<file path="src/rtl/multicycle_controller.sv">
// rtl/multicycle_controller.sv - multicycle RV32I(M) control FSM
//
// Sequences each instruction through FETCH -> DECODE -> EXECUTE -> [MEM] -> [WB]
// and drives the datapath strobes and selects for the current step.
//
// Parameters
//   ENABLE_MUL   1 = decode MUL/MULH/MULHSU/MULHU, 0 = those encodings are illegal
//   MEM_TIMEOUT  wait cycles allowed for imem/dmem ready (0 = wait forever)
//   CNT_W        width of the retired-instruction counter
//
// Ports
//   clk, rst                   clock, synchronous active-high reset
//   op, func3, func7           instruction fields from the instruction register
//   alu_zero, alu_last_bit     ALU flags, sampled in EXECUTE for branches
//   imem_ready, dmem_ready     memory completion strobes
//   mul_done                   multiplier result valid
//   imem_req, ir_write         fetch request / instruction register load
//   mem_read, mem_write        data memory access strobes
//   reg_write, pc_write        register file / PC update strobes
//   alu_ctrl, imm_src, alu_src, write_back_src, pc_src, second_add_src
//                              datapath selects
//   illegal, bus_err           sticky trap causes
//   instret                    retired-instruction counter (counts pc_write cycles)
//   state                      current FSM state
//
// Select encodings
//   imm_src        000 I, 001 S, 010 B, 011 J, 100 U
//   alu_src        0 rs2, 1 immediate
//   write_back_src 00 ALU result, 01 load data, 10 PC+4, 11 second adder
//   pc_src         0 PC+4, 1 second adder target
//   second_add_src 00 PC+imm, 01 rs1+imm, 10 0+imm
module multicycle_controller #(
    parameter int ENABLE_MUL  = 0,
    parameter int MEM_TIMEOUT = 16,
    parameter int CNT_W       = 32
) (
    input  logic             clk,
    input  logic             rst,
    input  logic [6:0]       op,
    input  logic [2:0]       func3,
    input  logic [6:0]       func7,
    input  logic             alu_zero,
    input  logic             alu_last_bit,
    input  logic             imem_ready,
    input  logic             dmem_ready,
    input  logic             mul_done,
    output logic             imem_req,
    output logic             ir_write,
    output logic             mem_read,
    output logic             mem_write,
    output logic             reg_write,
    output logic             pc_write,
    output logic [3:0]       alu_ctrl,
    output logic [2:0]       imm_src,
    output logic             alu_src,
    output logic [1:0]       write_back_src,
    output logic             pc_src,
    output logic [1:0]       second_add_src,
    output logic             illegal,
    output logic             bus_err,
    output logic [CNT_W-1:0] instret,
    output logic [2:0]       state
);

    typedef enum logic [2:0] {
        S_FETCH   = 3'd0,
        S_DECODE  = 3'd1,
        S_EXECUTE = 3'd2,
        S_MEM     = 3'd3,
        S_WB      = 3'd4,
        S_TRAP    = 3'd5
    } state_t;

    localparam logic [6:0] OP_LOAD   = 7'b0000011;
    localparam logic [6:0] OP_STORE  = 7'b0100011;
    localparam logic [6:0] OP_BRANCH = 7'b1100011;
    localparam logic [6:0] OP_JALR   = 7'b1100111;
    localparam logic [6:0] OP_JAL    = 7'b1101111;
    localparam logic [6:0] OP_IMM    = 7'b0010011;
    localparam logic [6:0] OP_REG    = 7'b0110011;
    localparam logic [6:0] OP_LUI    = 7'b0110111;
    localparam logic [6:0] OP_AUIPC  = 7'b0010111;

    localparam logic [6:0] F7_BASE   = 7'b0000000;
    localparam logic [6:0] F7_ALT    = 7'b0100000;
    localparam logic [6:0] F7_MULDIV = 7'b0000001;

    localparam logic [3:0] ALU_ADD  = 4'b0000;
    localparam logic [3:0] ALU_SUB  = 4'b0001;
    localparam logic [3:0] ALU_AND  = 4'b0010;
    localparam logic [3:0] ALU_OR   = 4'b0011;
    localparam logic [3:0] ALU_SLL  = 4'b0100;
    localparam logic [3:0] ALU_SLT  = 4'b0101;
    localparam logic [3:0] ALU_SRL  = 4'b0110;
    localparam logic [3:0] ALU_SLTU = 4'b0111;
    localparam logic [3:0] ALU_XOR  = 4'b1000;
    localparam logic [3:0] ALU_SRA  = 4'b1001;
    localparam logic [3:0] ALU_MUL  = 4'b1010;

    localparam logic [2:0] IMM_I = 3'b000;
    localparam logic [2:0] IMM_S = 3'b001;
    localparam logic [2:0] IMM_B = 3'b010;
    localparam logic [2:0] IMM_J = 3'b011;
    localparam logic [2:0] IMM_U = 3'b100;

    localparam logic [1:0] WB_ALU = 2'b00;
    localparam logic [1:0] WB_MEM = 2'b01;
    localparam logic [1:0] WB_PC4 = 2'b10;
    localparam logic [1:0] WB_SA  = 2'b11;

    localparam logic [1:0] SA_PC   = 2'b00;
    localparam logic [1:0] SA_RS1  = 2'b01;
    localparam logic [1:0] SA_ZERO = 2'b10;

    localparam bit MUL_ON     = (ENABLE_MUL != 0);
    localparam bit TIMEOUT_ON = (MEM_TIMEOUT > 0);
    localparam int WAIT_W     = (MEM_TIMEOUT > 1) ? $clog2(MEM_TIMEOUT) : 1;
    // The counter holds the number of non-ready cycles already seen, so the
    // cycle that finds it at MEM_TIMEOUT-1 is the one that reaches the limit.
    localparam logic [WAIT_W-1:0] WAIT_LAST =
        TIMEOUT_ON ? WAIT_W'(MEM_TIMEOUT - 1) : '0;

    state_t             state_q, state_d;
    logic [WAIT_W-1:0]  wait_cnt_q, wait_cnt_d;
    logic               illegal_q, illegal_d;
    logic               bus_err_q, bus_err_d;
    logic [CNT_W-1:0]   instret_q, instret_d;

    // Decoded instruction class and selects
    logic               is_load, is_store, is_branch, is_jump, is_mul, enc_bad;
    logic [3:0]         alu_ctrl_dec;
    logic [2:0]         imm_src_dec;
    logic               alu_src_dec;
    logic [1:0]         wb_src_dec;
    logic [1:0]         sa_src_dec;
    logic               branch_taken;

    function automatic logic [3:0] alu_base(input logic [2:0] f3, input logic alt);
        logic [3:0] code;
        case (f3)
            3'b000:  code = alt ? ALU_SUB : ALU_ADD;
            3'b001:  code = ALU_SLL;
            3'b010:  code = ALU_SLT;
            3'b011:  code = ALU_SLTU;
            3'b100:  code = ALU_XOR;
            3'b101:  code = alt ? ALU_SRA : ALU_SRL;
            3'b110:  code = ALU_OR;
            default: code = ALU_AND;
        endcase
        return code;
    endfunction

    always_comb begin
        is_load      = 1'b0;
        is_store     = 1'b0;
        is_branch    = 1'b0;
        is_jump      = 1'b0;
        is_mul       = 1'b0;
        enc_bad      = 1'b0;
        alu_ctrl_dec = ALU_ADD;
        imm_src_dec  = IMM_I;
        alu_src_dec  = 1'b0;
        wb_src_dec   = WB_ALU;
        sa_src_dec   = SA_PC;
        case (op)
            OP_LOAD: begin
                is_load     = 1'b1;
                alu_src_dec = 1'b1;
                wb_src_dec  = WB_MEM;
                enc_bad     = (func3 == 3'b011) || (func3 == 3'b110) || (func3 == 3'b111);
            end
            OP_STORE: begin
                is_store    = 1'b1;
                imm_src_dec = IMM_S;
                alu_src_dec = 1'b1;
                enc_bad     = (func3 > 3'b010);
            end
            OP_BRANCH: begin
                is_branch   = 1'b1;
                imm_src_dec = IMM_B;
                enc_bad     = (func3 == 3'b010) || (func3 == 3'b011);
                // Signed compares use SLT, unsigned SLTU, equality SUB.
                case (func3[2:1])
                    2'b10:   alu_ctrl_dec = ALU_SLT;
                    2'b11:   alu_ctrl_dec = ALU_SLTU;
                    default: alu_ctrl_dec = ALU_SUB;
                endcase
            end
            OP_JALR: begin
                is_jump     = 1'b1;
                alu_src_dec = 1'b1;
                wb_src_dec  = WB_PC4;
                sa_src_dec  = SA_RS1;
                enc_bad     = (func3 != 3'b000);
            end
            OP_JAL: begin
                is_jump     = 1'b1;
                imm_src_dec = IMM_J;
                wb_src_dec  = WB_PC4;
            end
            OP_IMM: begin
                alu_src_dec  = 1'b1;
                // func7 is part of the immediate except for the shift forms.
                alu_ctrl_dec = alu_base(func3, (func3 == 3'b101) && (func7 == F7_ALT));
                if (func3 == 3'b001) begin
                    enc_bad = (func7 != F7_BASE);
                end else if (func3 == 3'b101) begin
                    enc_bad = (func7 != F7_BASE) && (func7 != F7_ALT);
                end
            end
            OP_REG: begin
                if (func7 == F7_BASE) begin
                    alu_ctrl_dec = alu_base(func3, 1'b0);
                end else if (func7 == F7_ALT) begin
                    alu_ctrl_dec = alu_base(func3, 1'b1);
                    enc_bad      = (func3 != 3'b000) && (func3 != 3'b101);
                end else if (func7 == F7_MULDIV && MUL_ON && !func3[2]) begin
                    is_mul       = 1'b1;
                    alu_ctrl_dec = ALU_MUL + {2'b00, func3[1:0]};
                end else begin
                    enc_bad = 1'b1;
                end
            end
            OP_LUI: begin
                imm_src_dec = IMM_U;
                wb_src_dec  = WB_SA;
                sa_src_dec  = SA_ZERO;
            end
            OP_AUIPC: begin
                imm_src_dec = IMM_U;
                wb_src_dec  = WB_SA;
            end
            default: enc_bad = 1'b1;
        endcase
    end

    always_comb begin
        case (func3)
            3'b000:          branch_taken = alu_zero;
            3'b001:          branch_taken = ~alu_zero;
            3'b100, 3'b110:  branch_taken = alu_last_bit;
            3'b101, 3'b111:  branch_taken = ~alu_last_bit;
            default:         branch_taken = 1'b0;
        endcase
    end

    always_comb begin
        state_d        = state_q;
        wait_cnt_d     = wait_cnt_q;
        illegal_d      = illegal_q;
        bus_err_d      = bus_err_q;
        imem_req       = 1'b0;
        ir_write       = 1'b0;
        mem_read       = 1'b0;
        mem_write      = 1'b0;
        reg_write      = 1'b0;
        pc_write       = 1'b0;
        pc_src         = 1'b0;
        alu_ctrl       = 4'b0000;
        imm_src        = 3'b000;
        alu_src        = 1'b0;
        write_back_src = 2'b00;
        second_add_src = 2'b00;

        case (state_q)
            S_FETCH: begin
                imem_req = 1'b1;
                if (imem_ready) begin
                    ir_write = 1'b1;
                    state_d  = S_DECODE;
                end else if (TIMEOUT_ON && wait_cnt_q == WAIT_LAST) begin
                    state_d   = S_TRAP;
                    bus_err_d = 1'b1;
                end else if (TIMEOUT_ON) begin
                    wait_cnt_d = wait_cnt_q + 1'b1;
                end
            end
            S_DECODE: begin
                if (enc_bad) begin
                    state_d   = S_TRAP;
                    illegal_d = 1'b1;
                end else begin
                    state_d = S_EXECUTE;
                end
            end
            S_EXECUTE: begin
                if (is_load || is_store) begin
                    state_d    = S_MEM;
                    wait_cnt_d = '0;
                end else if (is_branch) begin
                    pc_write   = 1'b1;
                    pc_src     = branch_taken;
                    state_d    = S_FETCH;
                    wait_cnt_d = '0;
                end else if (is_mul) begin
                    if (mul_done) begin
                        state_d = S_WB;
                    end
                end else begin
                    state_d = S_WB;
                end
            end
            S_MEM: begin
                mem_read  = is_load;
                mem_write = is_store;
                if (dmem_ready) begin
                    if (is_load) begin
                        state_d = S_WB;
                    end else begin
                        pc_write   = 1'b1;
                        state_d    = S_FETCH;
                        wait_cnt_d = '0;
                    end
                end else if (TIMEOUT_ON && wait_cnt_q == WAIT_LAST) begin
                    state_d   = S_TRAP;
                    bus_err_d = 1'b1;
                end else if (TIMEOUT_ON) begin
                    wait_cnt_d = wait_cnt_q + 1'b1;
                end
            end
            S_WB: begin
                reg_write  = 1'b1;
                pc_write   = 1'b1;
                pc_src     = is_jump;
                state_d    = S_FETCH;
                wait_cnt_d = '0;
            end
            S_TRAP: begin
                state_d = S_TRAP;
            end
            default: begin
                state_d    = S_FETCH;
                wait_cnt_d = '0;
            end
        endcase

        // Selects only follow the instruction register once it holds a decoded
        // instruction; elsewhere they sit at a known zero.
        if (state_q == S_DECODE || state_q == S_EXECUTE || state_q == S_MEM || state_q == S_WB) begin
            alu_ctrl       = alu_ctrl_dec;
            imm_src        = imm_src_dec;
            alu_src        = alu_src_dec;
            write_back_src = wb_src_dec;
            second_add_src = sa_src_dec;
        end

        // Reset abandons any access in flight within the same cycle.
        if (rst) begin
            imem_req       = 1'b0;
            ir_write       = 1'b0;
            mem_read       = 1'b0;
            mem_write      = 1'b0;
            reg_write      = 1'b0;
            pc_write       = 1'b0;
            pc_src         = 1'b0;
            alu_ctrl       = 4'b0000;
            imm_src        = 3'b000;
            alu_src        = 1'b0;
            write_back_src = 2'b00;
            second_add_src = 2'b00;
        end

        instret_d = pc_write ? instret_q + CNT_W'(1) : instret_q;
    end

    always_ff @(posedge clk) begin
        if (rst) begin
            state_q    <= S_FETCH;
            wait_cnt_q <= '0;
            illegal_q  <= 1'b0;
            bus_err_q  <= 1'b0;
            instret_q  <= '0;
        end else begin
            state_q    <= state_d;
            wait_cnt_q <= wait_cnt_d;
            illegal_q  <= illegal_d;
            bus_err_q  <= bus_err_d;
            instret_q  <= instret_d;
        end
    end

    assign illegal = illegal_q;
    assign bus_err = bus_err_q;
    assign instret = instret_q;
    assign state   = state_q;

endmodule

</file>
<file path="config.mk">
export PLATFORM = sky130hd
export DESIGN_NAME = multicycle_controller
export DESIGN_NICKNAME = d
export VERILOG_FILES = /design/src/rtl/multicycle_controller.sv
export SDC_FILE = /design/constraint.sdc
export NUM_CORES = 1
export LEC_CHECK = 0
export CORE_MARGIN = 2
export CORE_UTILIZATION = 40
export CTS_CLUSTER_DIAMETER = 40
export DETAILED_ROUTE_END_ITERATION = 12
export PLACE_DENSITY = 0.69
export SKIP_CTS_REPAIR_TIMING = 1
export SYNTH_ARGS = -nofsm -noshare
export SYNTH_HDL_FRONTEND = slang
export SYNTH_SLANG_ARGS = --single-unit
</file>
<file path="constraint.sdc">
create_clock -name clk -period 3.15 [get_ports clk]
set_input_delay 0.63 -clock clk [delete_from_list [all_inputs] [get_ports clk]]
set_output_delay 0.63 -clock clk [all_outputs]
set_load 0.02 [all_outputs]
</file>
# Word level (Yosys, flattened, before mapping)
# Index checks and enable logic that the tools add are counted.
# word_totals
romBits,0
register_bits,41
memories,0
out_inout_bits,56
ramBits,0
inputBits,24
elab_cells,141
latchBits,0
# op_classes
add_sub_neg,2
n_div,0
eq_ne,31
n_shift,0
reduce_logical,26
n_bitwise,3
n_mul,0
n_lt_le_gt_ge,1
muxes,73
# ops
operator,n
one-hot mux 4 bit (7 select lines),3
two-way mux 4 bit,11
two-way mux 1 bit,34
adder 32 x 1 -> 32 bit (second input constant),1
== test 7 x 6 -> 1 bit (second input constant),4
two-way mux 3 bit,9
== test 7 bit (second input constant),3
== test 3 bit (second input constant),6
one-hot mux 4 bit (4 select lines),1
one-hot mux 3 bit (5 select lines),1
== test 7 x 5 -> 1 bit (second input constant),2
== test 3 x 2 -> 1 bit (second input constant),4
one-hot mux 3 bit (4 select lines),1
one-hot mux 4 bit (3 select lines),1
OR reduction 2 bit,5
inequality test 3 bit (second input constant),3
two-way mux 2 bit,4
== test 7 x 2 -> 1 bit (second input constant),1
zero test 7 bit,1
logical OR 1 bit,7
inequality test 7 x 6 -> 1 bit (second input constant),1
one-hot mux 1 bit (7 select lines),1
nonzero test 7 bit,1
== test 3 x 1 -> 1 bit (second input constant),2
other kinds (21),29

# Depth between registers and ports, before layout
# Gate-level depths: netlist of run 1.
# depth
depth_word,7
ltp_mapped,8
mapped_depth_nobuf,6

# Least setup slack after synthesis of run 1
# No wires, ideal clock.
# synth_timing
path_type,input port to output port
start,in func7[1]
end,out alu_ctrl[3]
arrival_time_ns,2.675
n_path_buf,0
slack_ns,-0.155
path_stages,4
required_ns,2.520
path_cell_list,or4_1 > o31ai_1 > nand2_1 > a2111oi_0
# synth_via
elab_chain_len,7
word_cells_on_any_way,10
cone_classes,eq/ne (1); mux (7); reduce/logical (2)
# synth_rtl
item,line_no,text
from (decl),41,"input logic [6:0] func7,"
== test 7 x 6 -> 1 bit,"204, 214",
logical AND 1 bit,204,"alu_ctrl_dec = alu_base(func3, (func3 == 3'b101) && (func7 == F7_ALT));"
two-way mux 4 bit,146,3'b101: code = alt ? ALU_SRA : ALU_SRL;
one-hot mux 4 bit (7 select lines),140,case (f3)
one-hot mux 4 bit (3 select lines) *,165,case (op)
two-way mux 4 bit *,339,if (state_q == S_DECODE || state_q == S_EXECUTE || state_q == S_MEM || state_q == S_WB) begin
two-way mux 4 bit *,348,if (rst) begin
to (decl),53,"output logic [3:0] alu_ctrl,"
# Every way passes the cells marked *; elsewhere a longest branch is shown, timed or not.

# Worst setup path in the final report of run 1
# layout_timing
start,in op[6]
end,out alu_src
# layout_via
elab_chain_len,5
word_cells_on_any_way,8
cone_classes,eq/ne (4); mux (3); reduce/logical (1)
# layout_rtl
item,line_no,text
from (decl),39,"input logic [6:0] op,"
"== test 7 x 5 -> 1 bit, or another cell as far along",165,
OR reduction 4 bit (no line) *,--,
two-way mux 1 bit *,165,
two-way mux 1 bit *,339,
two-way mux 1 bit *,348,
to (decl),55,"output logic alu_src,"
# Marks and branches as above.

==> impl_metrics.tcl, run 1 <==
set metrics [dict create \
    status "completed" \
    critical_path_class "in2out" \
    io_pins 80 \
    start_kind "input port" \
    row_count 30 \
    firstDrtPassIters 4 \
    nNetsFinal 494 \
    grt_max_degree 35 \
    grt_util_all_layers_pct 21.5 \
    synthesis.nets 383 \
    port_buffers 78 \
    yosys_warnings 0 \
    seq_area_frac_synth_pct 30.1 \
    period_minus_slack_ps 3060 \
    cts_tree "done" \
    dp_hpwl_um 5790 \
    maxSlewHeadroom_pct 50.7 \
    required_ps 2520 \
    worst_pin_slew_ps 740 \
    antenna_found_initial 0 \
    tns_ps 0 \
    syn_avg_cell_area_sq_um 7.64 \
    end_kind "output port" \
    p_total_w 0.00129 \
    fin_cells 548 \
    dieWidth_um 86.6 \
    clk_latency_ps 290 \
    maxCapViolCount 0 \
    worstPathArrival_ps 2430 \
    met3_length_um 336 \
    setup-violations-final 0 \
    viasPerCell 5.69 \
    grt_pass1_vias 2840 \
    final_max_slew_viol_count 0 \
    cts_buffer_depth 2 \
    p_per_area_nw_per_um2 321 \
    crit_slowest_cell "clkdlybuf4s50_1" \
    leakage_nw 1.57 \
    vias 3117 \
    skew_ps 9.26 \
    drc 0 \
    cts_root_buffer "clkbuf_8" \
    drt_iter0_drc 129 \
    gr-total-overflow 0 \
    crit_chain "clkdlybuf4s50_1, buf_4, and4b_1, buf_4, a21oi_1, nor3_1, clkdlybuf4s50_1" \
    hold_viol_final 0 \
    synthFlopType "dfxtp_1" \
    drt-met1-wl_um 3890 \
    finalWirelength_um 8090 \
    core_area_sq_um 6680 \
    synthArstFlopShare_pct 0 \
    crit_path_max_fanout 4 \
    start_util_pct 40.8 \
    vdd.ir_drop.worst_mv 0.236 \
    clk_pin_slew_ps 70 \
    max_stage_delay_ps 640 \
    floorplan.die_area_sq_um 7490 \
    drive_gt1_share_pct 16.0 \
    finalCritPeriodShare_pct 97.3 \
    die_y_um 86.6 \
    htree_levels 2 \
    gp_congestion 0.809 \
    top_layer "met4" \
    cts_made_buffers 5 \
    synthCells 357 \
    syn_to_final_growth_pct 47.9 \
    antenna_left 0 \
    diodes 0 \
    dp.cells 541 \
    synth_area_sq_um 2730 \
    ys_types 59 \
    fmax_ghz 0.326 \
    grt_pass1_wl_um 13300 \
    synth-seq-cells 41 \
    cts_sinks 41 \
    synth-edff-count 0 \
    wire_per_inst_um 14.8 \
    hold_path_class "reg2reg" \
    wl_met2_um 3820 \
]
## power breakdown
group          internal, W  switching [W]  total [W]
registers         0.000534      0.0000204   0.000555
logic             0.000155       0.000177   0.000332
clock network     0.000230       0.000175   0.000405
total             0.000920       0.000372    0.00129
## cell usage after synthesis, drive strengths merged (2+ instances only)
cell / number / area [sq um]
or2: 3 / 18.8
ha: 2 / 25.0
and3: 7 / 43.8
o21ai: 22 / 114
nor2b: 2 / 12.5
a211oi: 5 / 37.5
nand4b: 3 / 26.3
and2: 2 / 12.5
o31ai: 17 / 128
nand3b: 4 / 30.0
nor2: 28 / 105
inv: 10 / 37.5
o41ai: 3 / 45.1
nor3b: 2 / 15.0
clkbuf: 19 / 71.3
o32ai: 2 / 17.5
o21bai: 3 / 22.5
o22ai: 3 / 18.8
dfxtp: 41 / 821
buf: 4 / 32.5
or3: 12 / 75.1
a32oi: 2 / 17.5
nor4: 6 / 37.5
nand4: 8 / 50.1
or3b: 2 / 20.0
nand2b: 4 / 25.0
nand2: 27 / 101
a32o: 2 / 20.0
o211ai: 5 / 51.3
a21oi: 39 / 195
nand3: 15 / 75.1
or4: 16 / 120
xor2: 9 / 78.8
nor3: 9 / 45.0
## through the flow
stage	setup WS, ps	instance area [sq um]	util (%)	hold slack (ps)
2_1_floorplan	101	2730	-	482
3_3_place_gp	-479	3870	57.9	454
3_5_place_dp	-480	3870	57.9	476
4_1_cts	-501	3970	59.4	490
5_1_grt	-11.8	4030	60.3	524
6_report	85.5	4030	60.3	487
## worst max-delay path: cells and delay by family
kind                   cells  cell delay [ps]
AND/OR/NAND/NOR            2              350
buffers and inverters      4             1420
AO/OA/AOI/OAI              1               40
## final cells by class
class / instances / area, sq um
Clock buffer: 5 / 68.8
Timing Repair Buffer: 127 / 1160
Multi-Input combinational cell: 283 / 1810
Sequential cell: 41 / 821
Clock inverter: 2 / 35.0
Tap cell: 80 / 100
Fill cell: 617 / 2650
Inverter: 10 / 37.5
## registers in the layout, summed over array words and instances (netlist names)
register / count
instret: 32
wait_cnt_q: 4
state: 3
bus_err: 1
illegal: 1
## layer usage
metal | up-vias | track usage, %
met4 | 0 | 4.26
li1 | 1585 | -
met2 | 59 | 35.2
met3 | 5 | 3.52
met5 | - | 0
met1 | 1468 | 29.9
## placed cells by master (no fill, tap or decap), types with 3 or more instances in the layout
cell,n
o211ai_1,4
inv_1,10
o22ai_1,3
nand3_1,15
nand2b_1,4
or3_1,12
dfxtp_1,41
nor3_1,8
nor4_1,6
nand2_1,27
nand3b_1,4
and3_1,7
nand4b_1,3
clkdlybuf4s50_1,59
clkbuf_8,5
buf_4,49
xor2_1,9
buf_2,3
a21oi_1,39
a211oi_1,5
o21bai_1,3
o31ai_1,16
nor2_1,28
o21ai_0,21
or4_1,15
nand4_1,8
dlymetal6s2s_1,14
## logic make-up (layout without fill, tap and decap cells)
group / count (synthesis) / count (layout) / synth area share (%)
simple gates: 157 / 157 / 32.4
compound gates: 113 / 113 / 27.8
flops: 41 / 41 / 30.1
buf+inv: 33 / 144 / 5.19
xor+xnor: 10 / 10 / 3.21
fa+ha+maj: 2 / 2 / 0.918
mux: 1 / 1 / 0.367
## final timing paths
kind / startpoint / end / slack, ps / cells after the start
hold / removal: instret[31] / instret[31] / 490 / 2
setup reg to reg: instret[3] / instret[27] / 480 / 5
setup / recovery: op[6] / alu_src / 90 / 7
hold reg to reg: instret[31] / instret[31] / 490 / 2
No activity file was read; power rests on OpenSTA's default activity.
==> inputs of run 2 (changes only) <==
Clock period 3.15 ns to 2.84 ns, I/O delays scaled along.
==> run 2 against run 1 <==
  * Clock power up 5.9%
  * Flip-flop and latch count unchanged
  * Non-clock buffer count rose by 6
  * Combinational power is 15% higher
  * Worst hold slack worse by 12 ps
  * Sequential power increased by 9.7%
  * Design area increased by 1.6%
  * Total power up 9.9%
  * Critical endpoint is now alu_ctrl[2]
  * Largest power group unchanged
  * Highest routed layer unchanged
==> impl_metrics.tcl, run 2 (synthesis gave the netlist of run 1 again) <==
set metrics [dict create \
    port_buffers 78 \
    critPathTopFamily "simple AND/OR/NAND/NOR gates" \
    crit_start "func7[2]" \
    cts_tree "done" \
    worstPathArrival_ps 2210 \
    die_y_um 86.6 \
    nNetsFinal 500 \
    setup-violations-final 0 \
    max_stage_delay_ps 580 \
    final_core_util_pct 61.3 \
    viasPerCell 5.86 \
    vdd.ir_drop.worst_mv 0.186 \
    p_total_w 0.00142 \
    p_comb_share_pct 26.9 \
    crit_path_max_fanout 3 \
    drt_iter0_drc 138 \
    swShare_pct 30.0 \
    fmax_ghz 0.360 \
    row_count 30 \
    gp_congestion 0.818 \
    finalCritPeriodShare_pct 97.9 \
    final_max_slew_viol_count 0 \
    grt_max_degree 40 \
    hold_path_class "reg2reg" \
    rr_startpoint "instret[4]" \
    pwr-share-seq_pct 42.9 \
    largest_register_ffs 32 \
    fillCellCount 620 \
    fin_cells 555 \
    vias 3253 \
    hold_viol_final 0 \
    dieWidth_um 86.6 \
    wire_per_inst_um 14.4 \
    grt_pass1_wl_um 13200 \
    crit_slowest_cell "or4_4" \
    dp.cells 546 \
    status "completed" \
    tns_ps 0 \
    start_util_pct 40.8 \
    diodes 0 \
    firstDrtPassIters 4 \
    cts_made_buffers 5 \
    antenna_found_initial 0 \
    maxCapViolCount 0 \
    antenna_left 0 \
    finalWirelength_um 8000 \
    final_common_cell "clkdlybuf4s50_1" \
    drive_gt1_share_pct 17.5 \
    required_ps 2270 \
    maxSlewHeadroom_pct 57.2 \
    start_kind "input port" \
    p_per_area_nw_per_um2 347 \
    grt_util_all_layers_pct 21.2 \
    gr-total-overflow 0 \
    skew_ps 6.10 \
    floorplan.die_area_sq_um 7490 \
    grt_pass1_vias 3002 \
    end_kind "output port" \
    htree_levels 2 \
    crit_chain "dlymetal6s2s_1, or4_4, o31ai_2, buf_4, o211ai_1, a211oi_1, clkbuf_2" \
    cts_buffer_depth 2 \
    switchingPower_w 0.000426 \
    clk_latency_ps 290 \
    cts_sinks 41 \
    critical_path_class "in2out" \
    core_area_sq_um 6680 \
    worst_pin_slew_ps 641 \
    io_pins 80 \
    drc 0 \
    min_from "bus_err" \
    intPower_w 0.000994 \
    crit_buf_inv 3 \
    cts_root_buffer "clkbuf_8" \
    leakage_nw 1.64 \
    hold_ws_ps 474 \
    layout_common_cells "58 x clkdlybuf4s50_1, 57 x buf_4, 41 x dfxtp_1, 38 x a21oi_1, 28 x nor2_1" \
    dp_hpwl_um 5840 \
    period_minus_slack_ps 2780 \
    clk_pin_slew_ps 80 \
    syn_to_final_growth_pct 50.2 \
    pwr-share-clk_pct 30.2 \
]
run 2: cell count changes in the layout (fill, tap and decap cells not counted), sizes merged:
cell / previous run / this run
bufinv: 1 / 0
clkdlybuf4s50: 59 / 58
clkinv: 1 / 0
clkinvlp: 0 / 1
clkbuf: 7 / 9
buf: 52 / 57
dlymetal6s2s: 14 / 16
run 2: path summary, 6_finish.rpt:
path / endpoint / slack [ps] / depth (start not counted)
setup / recovery: alu_ctrl[2] / 60 / 7
hold / removal: bus_err / 470 / 2
setup reg to reg: instret[27] / 350 / 5
hold reg to reg: bus_err / 470 / 2
run 2: layer usage:
metal / up-vias / part of all wire (%) / global-route usage (%)
met2: 85 / 48 / 36.6
met4: 0 / 1.8 / 6.53
met1: 1545 / 45 / 26.7
met3: 15 / 5.0 / 3.90
li1: 1608 / - / -
met5: - / 0 / 0
run 2: power groups by stage:
stage | Sequential, W | Combinational (W) | Clock [W]
after floorplan | 0.000639 | 0.000188 | 0
after global placement | 0.000622 | 0.000374 | 0
after detailed placement | 0.000623 | 0.000377 | 0
after CTS | 0.000609 | 0.000379 | 0.000445
after global routing | 0.000613 | 0.000419 | 0.000466
final | 0.000609 | 0.000382 | 0.000429
run 2: tightest hold or removal path, cell delays in order, from the launching register on:
cell	delay (ps)
dfxtp_1	330
a21oi_1	40
nor2_1	70
run 2: area by class of cell:
type | count | area (sq um) | area share [%]
Clock buffer | 7 | 96.3 | 2.35
Clock inverter | 1 | 8.76 | 0.214
Inverter | 10 | 41.3 | 1.01
Multi-Input combinational cell | 283 | 1810 | 44.2
Sequential cell | 41 | 821 | 20.0
Tap cell | 80 | 100 | 2.44
Timing Repair Buffer | 133 | 1220 | 29.8
run 2: per-stage QoR:
step	worst slack, ps	instance area, sq um
finish	60.0	4100
global route	-9.08	4100
CTS	-663	4020
detailed placement	-644	3920
global placement	-639	3920
floorplan	111	2730
==> inputs of run 3 (changes only) <==
Settings changed: RECOVER_POWER from default to 100.
==> run 3 against run 2 <==
  * Critical path depth did not move
  * Clock-buffer cell count did not move
  * Die area did not move
  * Largest power group unchanged
  * Flip-flop and latch count did not move
  * Combinational power fell by 2%
  * Clock power barely moved
  * First-iteration DRC count fell by 13%
  * Worst hold slack got worse by 1.8 ps
  * Largest cell class unchanged
  * Global-route usage did not move
  * Final cell count did not move
  * Register-to-register slack barely moved
==> impl_metrics.tcl, run 3 (synthesis gave the netlist of run 1 again) <==
set metrics [dict create \
    die_y_um 86.6 \
    final_common_cell "buf_4" \
    diodes 0 \
    grt_pass1_vias 3002 \
    hold_path_class "reg2reg" \
    dp_slack_ps -644 \
    fmax_ghz 0.360 \
    tns_ps 0 \
    crit_path_max_fanout 3 \
    dieWidth_um 86.6 \
    core_area_sq_um 6680 \
    cts_buffer_depth 2 \
    grt_pass1_wl_um 13200 \
    antenna_found_initial 0 \
    leakage_nw 1.76 \
    htree_levels 2 \
    crit_chain "dlymetal6s2s_1, or4_4, o31ai_2, buf_4, o211ai_1, a211oi_1, clkbuf_2" \
    grt_max_degree 40 \
    critical_path_class "in2out" \
    port_buffers 78 \
    finalWirelength_um 7970 \
    crit_slowest_cell "or4_4" \
    clk_pin_slew_ps 80 \
    cts_sinks 41 \
    cts_tree "done" \
    floorplan.die_area_sq_um 7490 \
    grt_util_all_layers_pct 21.2 \
    p_per_area_nw_per_um2 346 \
    cts_made_buffers 5 \
    worst_pin_slew_ps 643 \
    syn_to_final_growth_pct 49.9 \
    wire_per_inst_um 14.4 \
    start_util_pct 40.8 \
    viasPerCell 5.86 \
    drt_iter0_drc 120 \
    setup-violations-final 0 \
    antenna_left 0 \
    layout_common_cells "55 x buf_4, 41 x dfxtp_1, 38 x a21oi_1, 38 x dlygate4sd3_1, 28 x nor2_1" \
    critPathTopFamily "simple AND/OR/NAND/NOR gates" \
    worst_slack_ps 59.5 \
    drive_gt1_share_pct 17.1 \
    max_stage_delay_ps 580 \
    end_kind "output port" \
    status "completed" \
    cts_root_buffer "clkbuf_8" \
    maxSlewHeadroom_pct 57.1 \
    vias 3250 \
    nNetsFinal 500 \
    final_max_slew_viol_count 0 \
    worstPathArrival_ps 2210 \
    p_total_w 0.00142 \
    gp_congestion 0.818 \
    io_pins 80 \
    place_area_sq_um 3920 \
    hold_ws_ps 472 \
    dp_hpwl_um 5840 \
    skew_ps 6.69 \
    drc 0 \
    gr-total-overflow 0 \
    crit_buf_inv 3 \
    row_count 30 \
    maxCapViolCount 0 \
    vdd.ir_drop.worst_mv 0.189 \
    firstDrtPassIters 4 \
    clk_latency_ps 300 \
    hold_viol_final 0 \
    required_ps 2270 \
    finalCritPeriodShare_pct 97.9 \
    period_minus_slack_ps 2780 \
    start_kind "input port" \
    largest_register_ffs 32 \
    stdcell_area_sq_um 4090 \
]
[run 3: cell count changes in the layout (fill, tap and decap cells not counted), sizes merged]
cell / delta
clkdlybuf4s50: -38
clkbuf: +2
dlygate4sd3: +38
buf: -2
[run 3: layer usage]
layer	wire length, um	track usage, %	share of wire, %	vias up
li1	-	-	-	1609
met2	3870	36.6	49	87
met1	3550	26.7	45	1541
met5	0	0	0	-
met3	411	3.90	5.2	13
met4	136	6.53	1.7	0
[run 3: metrics by stage]
stage | cells | util [%]
floorplan | 357 | -
global placement | 546 | 58.6
detailed placement | 546 | 58.6
CTS | 554 | 60.2
global route | 555 | 61.2
finish | 555 | 61.2
[run 3: cell type report]
| class | count | area [sq um] |
|---|---|---|
| fill | 622 | 2590 |
| inverter | 10 | 41.3 |
| tap | 80 | 100 |
| sequential | 41 | 821 |
| clock inverter | 1 | 8.76 |
| clock buffer | 7 | 96.3 |
| multi-input combinational | 283 | 1810 |
| timing repair buffer | 133 | 1210 |
[run 3: power by group]
group	internal [W]	total [W]	switching (W)	leakage, nW
registers	0.000592	0.000608	0.0000160	0.331
clock network	0.000224	0.000431	0.000207	0.0549
logic	0.000172	0.000376	0.000204	1.37
[run 3: final timing paths]
check / startpoint / cells past startpoint / slack [ps] / endpoint
setup / recovery: func7[2] / 7 / 60 / alu_ctrl[2]
hold / removal: bus_err / 2 / 470 / bus_err
setup reg to reg: instret[4] / 5 / 350 / instret[27]
hold reg to reg: bus_err / 2 / 470 / bus_err
[run 3: worst register-to-register path: cells and delay by family (launching register included)]
family             cells  cell delay [ps]
and+or+nand+nor        4             1840
DFF                    1              420
AOI/OAI and AO/OA      1              160
